`config.mk`:
```
export PLATFORM = sky130hd
export DESIGN_NAME = pwm_hbridge_dt
export DESIGN_NICKNAME = d
export VERILOG_FILES = /design/src/rtl/pwm_hbridge_dt.sv
export SDC_FILE = /design/constraint.sdc
export NUM_CORES = 1
export LEC_CHECK = 0
export CAP_MARGIN = 20
export CORE_MARGIN = 1.5
export CORE_UTILIZATION = 30
export DETAILED_ROUTE_END_ITERATION = 8
export PLACE_DENSITY = 0.54
export SYNTH_ARGS = -nofsm -noshare
export SYNTH_HDL_FRONTEND = slang
export SYNTH_SLANG_ARGS = --single-unit
```
`constraint.sdc`:
```
create_clock -name clk -period 3.8 [get_ports clk]
set_input_delay 0.95 -clock clk [delete_from_list [all_inputs] [get_ports clk]]
set_output_delay 0.95 -clock clk [all_outputs]
set_load 0.005 [all_outputs]
```
`src/rtl/pwm_hbridge_dt.sv`:
```
// pwm_hbridge_dt: signed-duty H-bridge PWM with period-aligned duty updates, reversal dead time and brake
// Ports:
//   clk          system clock
//   rst_n        asynchronous active-low reset
//   wrt_duty     one-cycle strobe capturing duty into the pending buffer
//   duty         signed duty; positive drives CH_A, negative drives CH_B
//   brake        level; holds both gate drives low while high
//   CH_A, CH_B   registered forward/reverse gate drives
//   period_start registered pulse during the cycle where the counter is 0
module pwm_hbridge_dt #(
    parameter int CNT_W    = 13,
    parameter int DEAD_CYC = 32,
    parameter int DT_W     = 8
) (
    input  logic             clk,
    input  logic             rst_n,
    input  logic             wrt_duty,
    input  logic [CNT_W:0]   duty,
    input  logic             brake,
    output logic             CH_A,
    output logic             CH_B,
    output logic             period_start
);
    typedef enum logic [1:0] {IDLE, DRV_A, DRV_B, DEAD} state_t;
    typedef enum logic [1:0] {NONE, DIR_A, DIR_B} dir_t;
    localparam logic [CNT_W-1:0] MAX     = '1;
    localparam logic [CNT_W:0]   ONE     = (CNT_W+1)'(1);
    localparam logic [DT_W-1:0]  DT_LOAD = DT_W'(DEAD_CYC - 1);
    logic [CNT_W-1:0] cnt;
    logic [CNT_W:0]   pend, active, mag;
    logic             pend_vld, wrap, pos, neg, drive_a, drive_b;
    logic [DT_W-1:0]  dt_cnt, dt_cnt_n;
    state_t           state, state_n;
    dir_t             last_dir, last_dir_n, tgt, tgt_n;
    assign wrap    = cnt == MAX;
    assign neg     = active[CNT_W];
    assign pos     = !neg && (active != '0);
    // One extra bit keeps the most negative duty at a full-period magnitude.
    assign mag     = neg ? ~active + ONE : active;
    assign drive_a = (state == DRV_A) && pos && !brake;
    assign drive_b = (state == DRV_B) && neg && !brake;
    always_ff @(posedge clk or negedge rst_n) begin
        if (!rst_n) begin
            cnt          <= '0;
            pend         <= '0;
            pend_vld     <= 1'b0;
            active       <= '0;
            period_start <= 1'b0;
            CH_A         <= 1'b0;
            CH_B         <= 1'b0;
        end else begin
            cnt          <= cnt + CNT_W'(1);
            period_start <= wrap;
            pend_vld     <= wrap ? 1'b0 : (wrt_duty || pend_vld);
            if (wrt_duty)
                pend <= duty;
            // A write landing on the boundary cycle bypasses the buffer.
            if (wrap)
                active <= wrt_duty ? duty : (pend_vld ? pend : active);
            CH_A <= drive_a && ({1'b0, cnt} < mag);
            CH_B <= drive_b && ({1'b0, cnt} < mag);
        end
    end
    always_ff @(posedge clk or negedge rst_n) begin
        if (!rst_n) begin
            state    <= IDLE;
            last_dir <= NONE;
            tgt      <= NONE;
            dt_cnt   <= '0;
        end else begin
            state    <= state_n;
            last_dir <= last_dir_n;
            tgt      <= tgt_n;
            dt_cnt   <= dt_cnt_n;
        end
    end
    always_comb begin
        state_n    = state;
        last_dir_n = last_dir;
        tgt_n      = tgt;
        dt_cnt_n   = dt_cnt;
        case (state)
            IDLE:
                if (pos || neg) begin
                    // Coming back from zero still needs dead time if the last driven side was the other one.
                    if (last_dir == (pos ? DIR_B : DIR_A)) begin
                        state_n  = DEAD;
                        tgt_n    = pos ? DIR_A : DIR_B;
                        dt_cnt_n = DT_LOAD;
                    end else begin
                        state_n    = pos ? DRV_A : DRV_B;
                        last_dir_n = pos ? DIR_A : DIR_B;
                    end
                end
            DRV_A:
                if (!pos) begin
                    state_n  = neg ? DEAD : IDLE;
                    tgt_n    = neg ? DIR_B : tgt;
                    dt_cnt_n = neg ? DT_LOAD : dt_cnt;
                end
            DRV_B:
                if (!neg) begin
                    state_n  = pos ? DEAD : IDLE;
                    tgt_n    = pos ? DIR_A : tgt;
                    dt_cnt_n = pos ? DT_LOAD : dt_cnt;
                end
            DEAD:
                if (dt_cnt != '0)
                    dt_cnt_n = dt_cnt - DT_W'(1);
                else if (!pos && !neg) begin
                    state_n    = IDLE;
                    last_dir_n = NONE;
                end else if (pos == (tgt == DIR_A)) begin
                    state_n    = pos ? DRV_A : DRV_B;
                    last_dir_n = tgt;
                end else begin
                    tgt_n    = pos ? DIR_A : DIR_B;
                    dt_cnt_n = DT_LOAD;
                end
            default: state_n = IDLE;
        endcase
    end
endmodule

```
### Word level (Yosys, flattened, before mapping)

Index checks and enable logic that the tools add are counted.

* bitwise gates (word level): 1
* eq/ne operators: 20
* multipliers: 0
* reduce and logical (&&, ||, !) cells: 23
* order comparisons: 1
* div/mod/pow operators: 0
* $add $sub $neg: 3
* shift-type cells: 0
* multiplexer cells: 42

Operators by type and width (number)
* 8-bit 2-to-1 mux: 9
* 2-bit 2-to-1 mux: 25
* 14-bit 2-to-1 mux: 3
* 8-bit case mux with 4 select lines: 1
* 2-bit != test (second input constant): 10
* 2-bit case mux with 4 select lines: 2
* 14-bit by 1-bit adder with 14-bit output (second input constant): 1
* 13-bit by 14-bit < comparator with 1-bit output: 1
* 14-bit inverter: 1
* 14-bit nonzero test: 1
* 13-bit by 1-bit adder with 13-bit output (second input constant): 1
* 13-bit equality test (second input constant): 1
* 5-bit AND reduction: 2
* 3-bit != test (second input constant): 3
* 9-bit AND reduction: 1
* 1-bit logical AND: 8
* 8-bit AND reduction: 1
* 8-bit nonzero test: 1
* 8-bit by 1-bit subtractor with 8-bit output (second input constant): 1
* 2-bit by 1-bit equality test with 1-bit output (second input constant): 2
* 2-bit equality test (second input constant): 2
* 2-bit case mux with 2 select lines: 1
* 2-bit nonzero test: 2
* 1-bit zero test: 3
* 6 further kinds: 7

* memories kept: 0
* input bits: 18
* bits in writable memories: 0
* bits in registers: 59
* ROM bits: 0
* latch bits: 0
* output and inout port bits: 3
* word-level logic and storage cells: 101

### Depth between registers and ports, before layout

Gate-level depths: netlist (run 1).

* word-level depth: 7
* depth in mapped cells: 11
* gate-level depth less buffers: 11

### Worst setup path after synthesis (run 1)

OpenSTA, ideal clock, no wires.

* kind: register to register
* start point: reg active[3]
* end point: reg CH_B
* clock period less this slack: 2.891 ns
* required time: 3.718 ns
* cell stages (with the launch flop): 10
* path slack: 0.909 ns
* buffers on the path: 0
* arrival time: 2.808 ns
* library setup time: 0.082 ns
* cells stage by stage: dfrtp_1 -> or4_1 -> or3_1 -> o41ai_1 -> xor2_1 -> ha_1 -> a21oi_1 -> nor2b_1 -> or4_1 -> o22ai_1

* word-level cells in the longest chain between the ends: 5

Ends and longest elaborated chain
* from (decl): RTL line 30 `logic [CNT_W:0] pend, active, mag;`
* from (signal assigned): RTL line 59 `active <= wrt_duty ? duty : (pend_vld ? pend : active);`
* 14-bit inverter: RTL line 39 `assign mag = neg ? ~active + ONE : active;`
* 14-bit by 1-bit adder with 14-bit output: RTL line 39
* 14-bit 2-to-1 mux *: RTL line 39
* 13-bit by 14-bit < comparator with 1-bit output *: RTL line 61 `CH_B <= drive_b && ({1'b0, cnt} < mag);`
* 1-bit logical AND *: RTL line 61
* to (signal assigned): RTL line 61
* to (decl): RTL line 21 `output logic CH_B,`

Mark *: on every way between the ends. The rest lies on a longest branch, timed or not.
A chain may end at the register's enable or synchronous reset.

### Final worst setup path (run 1)

Ends and elaborated chain as after synthesis.

==> results of run 1 <==
==> area by class of cell <==
type | instances | area [um^2] | share of cell area, %
Timing Repair Buffer | 23 | 218 | 5.65
Multi-Input combinational cell | 212 | 1710 | 44.4
Clock buffer | 11 | 151 | 3.93
Clock inverter | 5 | 61.3 | 1.59
Tap cell | 140 | 175 | 4.55
Sequential cell | 59 | 1480 | 38.3
Inverter | 16 | 60.1 | 1.56
==> metrics by stage <==
step / cell area [um^2] / utilization (%) / setup slack (ns)
2_1_floorplan: 3290 / - / 0.909
3_3_place_gp: 3640 / 33.9 / 0.787
3_5_place_dp: 3640 / 33.9 / 0.774
4_1_cts: 3850 / 35.9 / 0.744
5_1_grt: 3850 / 35.9 / 0.565
6_report: 3850 / 35.9 / 0.759
==> sequential cells by signal, indices dropped and copies added, names as in the netlist <==
| name | flops |
|---|---|
| CH_A | 1 |
| CH_B | 1 |
| active | 14 |
| cnt | 13 |
| dt_cnt | 8 |
| last_dir | 2 |
| pend | 14 |
| pend_vld | 1 |
| period_start | 1 |
| state | 2 |
| tgt | 2 |
==> critical path, stage by stage (launching register included) <==
cell and delay (ns):
dfrtp_1 0.46, or4_1 0.55, or3_1 0.39, o41ai_1 0.32
xor2_1 0.19, ha_1 0.25, a21oi_1 0.14, nor2b_1 0.06
or4_1 0.46, o22ai_1 0.13
==> cells in the final DEF, fill, tap and decap left out, drive strengths merged, types with 2 or more instances in the layout <==
cell type | netlist | final
dfrtp | 59 | 59
mux2 | 33 | 33
ha | 20 | 20
clkdlybuf4s50 | 0 | 19
nand2 | 16 | 16
a21oi | 16 | 16
inv | 15 | 15
xnor2 | 13 | 13
nor2 | 12 | 12
xor2 | 11 | 11
clkbuf | 4 | 11
nand3 | 9 | 9
and3 | 7 | 7
or3 | 7 | 7
o21ai | 7 | 7
nor3 | 6 | 6
o31a | 5 | 5
mux2i | 5 | 5
or4 | 4 | 4
buf | 4 | 4
nor4 | 4 | 4
and4 | 3 | 3
nand2b | 3 | 3
a21o | 3 | 3
nor2b | 3 | 3
a22o | 3 | 3
clkinvlp | 0 | 3
o22ai | 3 | 3
o41ai | 2 | 2
nand4 | 2 | 2
o211ai | 2 | 2
a211oi | 2 | 2
clkinv | 1 | 2
==> cell families after synthesis <==
logic type      synth area share [%]
xor+xnor                        6.40
simple gates                    13.4
compound gates                  11.6
mux                             13.1
fa+ha+maj                       7.61
flops                           44.9
buf+inv                         3.01
==> layer usage <==
layer,routed length [um],vias up
met1,3300,1099
met5,0,-
met3,218,11
met4,125,0
met2,2770,41
li1,-,1121
==> how the worst max path moves through the flow <==
stage | from | end | slack (ns) | cells past startpoint
floorplan | active[3] | CH_B | 0.91 | 9
finish | active[3] | CH_B | 0.76 | 9
detailed placement | active[3] | CH_B | 0.77 | 9
global route | active[3] | CH_B | 0.57 | 9
global placement | active[3] | CH_B | 0.79 | 9
CTS | active[3] | CH_B | 0.74 | 9
==> power by group through the flow <==
stage	clock [mW]	combinational, mW	sequential [mW]
2_1_floorplan	0	0.0217	0.657
3_3_place_gp	0	0.0571	0.657
3_5_place_dp	0	0.0577	0.658
4_1_cts	0.623	0.0576	0.646
5_1_grt	0.650	0.0623	0.647
6_report	0.607	0.0550	0.646
==> results.py, run 1 <==
metrics = {
    "status": {
        "run_status": "finished, final reports clean",
    },
    "die": {
        "num_rows": 38,
        "dieHeight_um": 108,
        "initial_utilization_pct": 30.6,
        "die_w_um": 108,
        "die-area_um2": 11600,
        "pin_count": 21,
        "core_um2": 10700,
    },
    "critical_path": {
        "reg2reg_slack_ns": 0.76,
        "critPathMaxFanout": 7,
        "required_ns": 4.06,
        "reg2reg_from": "active[3]",
        "cp.arrival_ns": 3.30,
        "reg2reg_depth": 9,
        "rr_endpoint": "CH_B",
        "start_kind": "register",
        "setup.worst_path.class": "reg -> reg",
        "worst_setup_path_end_kind": "register",
    },
    "power": {
        "pwr-share-comb_pct": 4.2,
        "power.density_nw_per_um2": 339,
        "clkPwrFrac_pct": 46.4,
        "swShare_pct": 22.7,
        "vdd_drop_max_mv": 0.170,
        "fin_total_pwr_mw": 1.31,
        "seqPwrFrac_pct": 49.4,
        "leakagePower_nw": 1.71,
        "power_switching_mw": 0.296,
        "p_int_mw": 1.01,
    },
    "cts": {
        "post-cts-setup-buffers": 0,
        "holdBufCountCts": 0,
        "htreeDepth": 3,
        "numClockSinks": 59,
        "cts.repair.resized": 0,
        "clk_latency_ns": 0.34,
        "tritoncts": "built",
        "cts-root-buf": "clkbuf_8",
        "numCtsBuffers": 9,
        "clk_pin_slew_ns": 0.07,
        "cts_max_path_buffers": 2,
    },
    "synth": {
        "avgSynthCellArea_um2": 11.1,
        "ys_top_cells_by_count": "dfrtp_1, mux2_2, ha_1",
        "synth_seq_cells": 59,
        "syn_nets": 333,
        "yosysTopAreaCell": "dfrtp_1",
        "yosys_warnings": 0,
        "syn-cell-area_um2": 3290,
        "synth_edf_count": 0,
        "ys_seq_area_share_pct": 44.9,
        "ys_async_sr_fraction_pct": 100,
        "synthTopCellsByArea": "dfrtp_1, mux2_2, ha_1",
        "synth_most_common_cell": "dfrtp_1",
        "synth_top_cell_area_share_pct": 44.9,
        "syn_inst": 295,
        "synth_flop_cell": "dfrtp_1",
        "synthDistinctLibCells": 50,
    },
    "global_routing": {
        "met2_usage_pct": 18.6,
        "antenna_found_initial": 0,
        "grt.overflow.total": 0,
        "grt_use_met3_pct": 3.57,
        "grt_use_met1_pct": 17.1,
        "grt_max_degree": 60,
        "grt_pass1_wl_mm": 11.3,
        "grt_usage_pct": 12.6,
        "grt.busiest_layer": "met2",
        "grt_pass1_vias": 2326,
    },
    "routing": {
        "wire_per_inst_um": 13.8,
        "wirelength_mm": 6.41,
        "antenna_left": 0,
        "first_pass_iters": 4,
        "dr_total_vias": 2272,
        "drt_drc_violations_left": 0,
        "viasPerCell": 4.88,
        "drt_iter0_markers": 102,
    },
    "placement": {
        "io_buffers": 20,
        "place_hpwl_mm": 4.66,
        "post-place-cells": 450,
        "routabilityCongestion": 0.816,
    },
    "timing": {
        "hold_ws_ns": 0.496,
        "drv_slew": 0,
        "period_needed_ns": 3.04,
        "skew_ns": 0.00742,
        "hold_violations": 0,
        "finalCritPeriodShare_pct": 80.0,
        "maxSlewHeadroom_pct": 47.0,
        "rsz0062_at_grt": "no",
        "fmax_ghz": 0.329,
        "timing.setup.tns_ns": 0,
        "worstMarginPinSlew_ns": 0.795,
        "setup_viol": 0,
    },
    "run": {
        "maxCapViolCount": 0,
    },
    "hold_path": {
        "hold-path-endpoint": "pend[0]",
        "min_path_cells": 1,
        "hold_start": "pend[0]",
        "hp-class": "reg -> reg",
    },
    "layout": {
        "fillerInstances": 1119,
        "fin_cells": 466,
        "num_antenna_cells": 0,
        "area_growth_pct": 17.2,
        "drive_gt1_share_pct": 18.1,
        "finalNetCount": 359,
    },
}
No activity file was read; power rests on OpenSTA's default activity.
==> run 2, diff against run 1 <==
--- a/config.mk
+++ b/config.mk
@@ -9,7 +9,7 @@
 export CORE_MARGIN = 1.5
 export CORE_UTILIZATION = 30
 export DETAILED_ROUTE_END_ITERATION = 8
-export PLACE_DENSITY = 0.54
+export PLACE_DENSITY = 0.56
 export SYNTH_ARGS = -nofsm -noshare
 export SYNTH_HDL_FRONTEND = slang
 export SYNTH_SLANG_ARGS = --single-unit
==> constraint.sdc (replaced) <==
create_clock -name clk -period 2.62 [get_ports clk]
set_input_delay 0.655 -clock clk [delete_from_list [all_inputs] [get_ports clk]]
set_output_delay 0.655 -clock clk [all_outputs]
set_load 0.005 [all_outputs]
==> run 2 against run 1 <==
Global-route usage increased by 0.73 points. Sequential cell count did not move. The flow now finishes with violations (negative setup slack). Register-to-register slack worse by 0.97 ns. Clock-buffer cell count up 1. Clock power up 45%. Sequential power increased by 45%. First-iteration DRC count is 6.9% higher. Die area is the same. Power increased by 46%. Via count grew 3.8%.
==> results.py, run 2 (synthesized netlist as in run 1, its figures left out) <==
metrics = {
    "status": {
        "run_status": "complete, but fails checks",
        "violations": "negative setup slack",
    },
    "layout": {
        "drive_gt1_share_pct": 26.6,
        "area_growth_pct": 25.0,
        "final_cell_mix": "dfrtp_1, mux2_2, buf_4",
        "layout.cells.most_common": "dfrtp_1",
        "num_antenna_cells": 0,
        "finish.instance_area_um2": 4110,
        "finalNetCount": 383,
        "fillerInstances": 1107,
        "fin_cells": 490,
        "top_regs": "active (14), pend (14), cnt (13)",
    },
    "timing": {
        "rsz0062_at_grt": "yes",
        "worstMarginPinSlew_ns": 0.709,
        "period_needed_ns": 2.84,
        "maxSlewHeadroom_pct": 52.7,
        "drv_slew": 0,
        "final.setup.worst_slack_ns": -0.216,
        "hold_violations": 0,
        "setup_viol": 2,
        "hold_ws_ns": 0.350,
        "fmax_ghz": 0.353,
        "skew_ns": 0.0118,
        "finalCritPeriodShare_pct": 108,
    },
    "cts": {
        "numCtsBuffers": 9,
        "clk_latency_ns": 0.34,
        "htreeDepth": 3,
        "cts_max_path_buffers": 2,
        "tritoncts": "built",
        "clk_pin_slew_ns": 0.08,
        "holdBufCountCts": 0,
        "numClockSinks": 59,
        "cts-root-buf": "clkbuf_8",
    },
    "critical_path": {
        "required_ns": 2.88,
        "start_kind": "register",
        "critPathMaxFanout": 3,
        "worst_setup_path_end_kind": "register",
        "reg2reg_depth": 9,
        "cp.arrival_ns": 3.09,
        "setup.worst_path.class": "reg -> reg",
    },
    "placement": {
        "io_buffers": 20,
        "post-place-cells": 472,
        "place_hpwl_mm": 5.24,
        "routabilityCongestion": 0.828,
        "placed_cell_area_um2": 3830,
    },
    "routing": {
        "drt_iter0_markers": 109,
        "drt_drc_violations_left": 0,
        "dr_total_vias": 2359,
        "viasPerCell": 4.81,
        "first_pass_iters": 4,
        "wire_per_inst_um": 14.1,
        "wirelength_mm": 6.91,
        "antenna_left": 0,
    },
    "die": {
        "die-area_um2": 11600,
        "die_w_um": 108,
        "pin_count": 21,
        "dieHeight_um": 108,
        "core_um2": 10700,
        "num_rows": 38,
        "initial_utilization_pct": 30.6,
    },
    "hold_path": {
        "hp-class": "in -> async",
    },
    "global_routing": {
        "grt_pass1_vias": 2468,
        "antenna_found_initial": 0,
        "grt.overflow.total": 0,
        "grt_max_degree": 31,
        "grt_usage_pct": 13.3,
        "grt_pass1_wl_mm": 11.9,
    },
    "power": {
        "vdd_drop_max_mv": 0.207,
        "leakagePower_nw": 1.86,
        "power.density_nw_per_um2": 463,
    },
    "run": {
        "maxCapViolCount": 0,
    },
}
run 2: worst max-delay path, stage by stage (launching register included):
cell,delay [ns]
dfrtp_1,0.38
or4_4,0.53
or3_4,0.41
o41ai_4,0.24
xor2_1,0.19
ha_1,0.27
a21oi_2,0.12
nor2b_1,0.05
or4_1,0.46
o22ai_1,0.11
run 2: final cells by class:
cell class | count | area, um^2 | area share (%)
well taps | 140 | 175 | 4.26
clock buffers | 12 | 165 | 4.02
clock inverters | 4 | 47.5 | 1.16
inverters | 16 | 60.1 | 1.46
repair buffers | 47 | 418 | 10.2
multi-input cells | 212 | 1770 | 43.0
flip-flops and latches | 59 | 1480 | 36.0
run 2: power breakdown:
part           internal [mW]  leakage [nW]  total [mW]  switching [mW]
clock network          0.514         0.108       0.882           0.368
registers              0.932         0.770       0.937         0.00514
logic                 0.0457         0.983      0.0844          0.0387
run 2: path summary, 6_finish.rpt:
kind / from / end / slack [ns]
min in group clk: cnt[0] / cnt[0] / 0.49
setup / recovery: active[6] / CH_B / -0.22
max in group asynchronous: rst_n / cnt[6] / 1.65
hold / removal: rst_n / dt_cnt[1] / 0.35
hold reg to reg: cnt[0] / cnt[0] / 0.49
setup reg to reg: active[6] / CH_B / -0.22
run 2: per-stage QoR:
step | util (%) | total power [mW] | setup slack (ns) | TNS, ns
after floorplan | - | 0.984 | -0.184 | -0.287
after global placement | 35.7 | 1.04 | -0.222 | -0.367
after detailed placement | 35.7 | 1.04 | -0.265 | -0.450
after CTS | 37.9 | 1.93 | -0.225 | -0.412
after global routing | 38.3 | 1.99 | -0.335 | -0.629
final | 38.3 | 1.90 | -0.216 | -0.324
run 2: timing repair:
item,in CTS,in global routing
buffers inserted,1,1
gates cloned,0,0
resized for setup,4,8
pin swaps,3,4
setup endpoints to repair,4,13
run 2: routing by layer:
layer / part of all wire, % / GRT usage, %
met5: 0 / 0
met4: 1.6 / 5.08
met3: 3.4 / 3.45
met2: 47 / 21.3
met1: 48 / 17.2
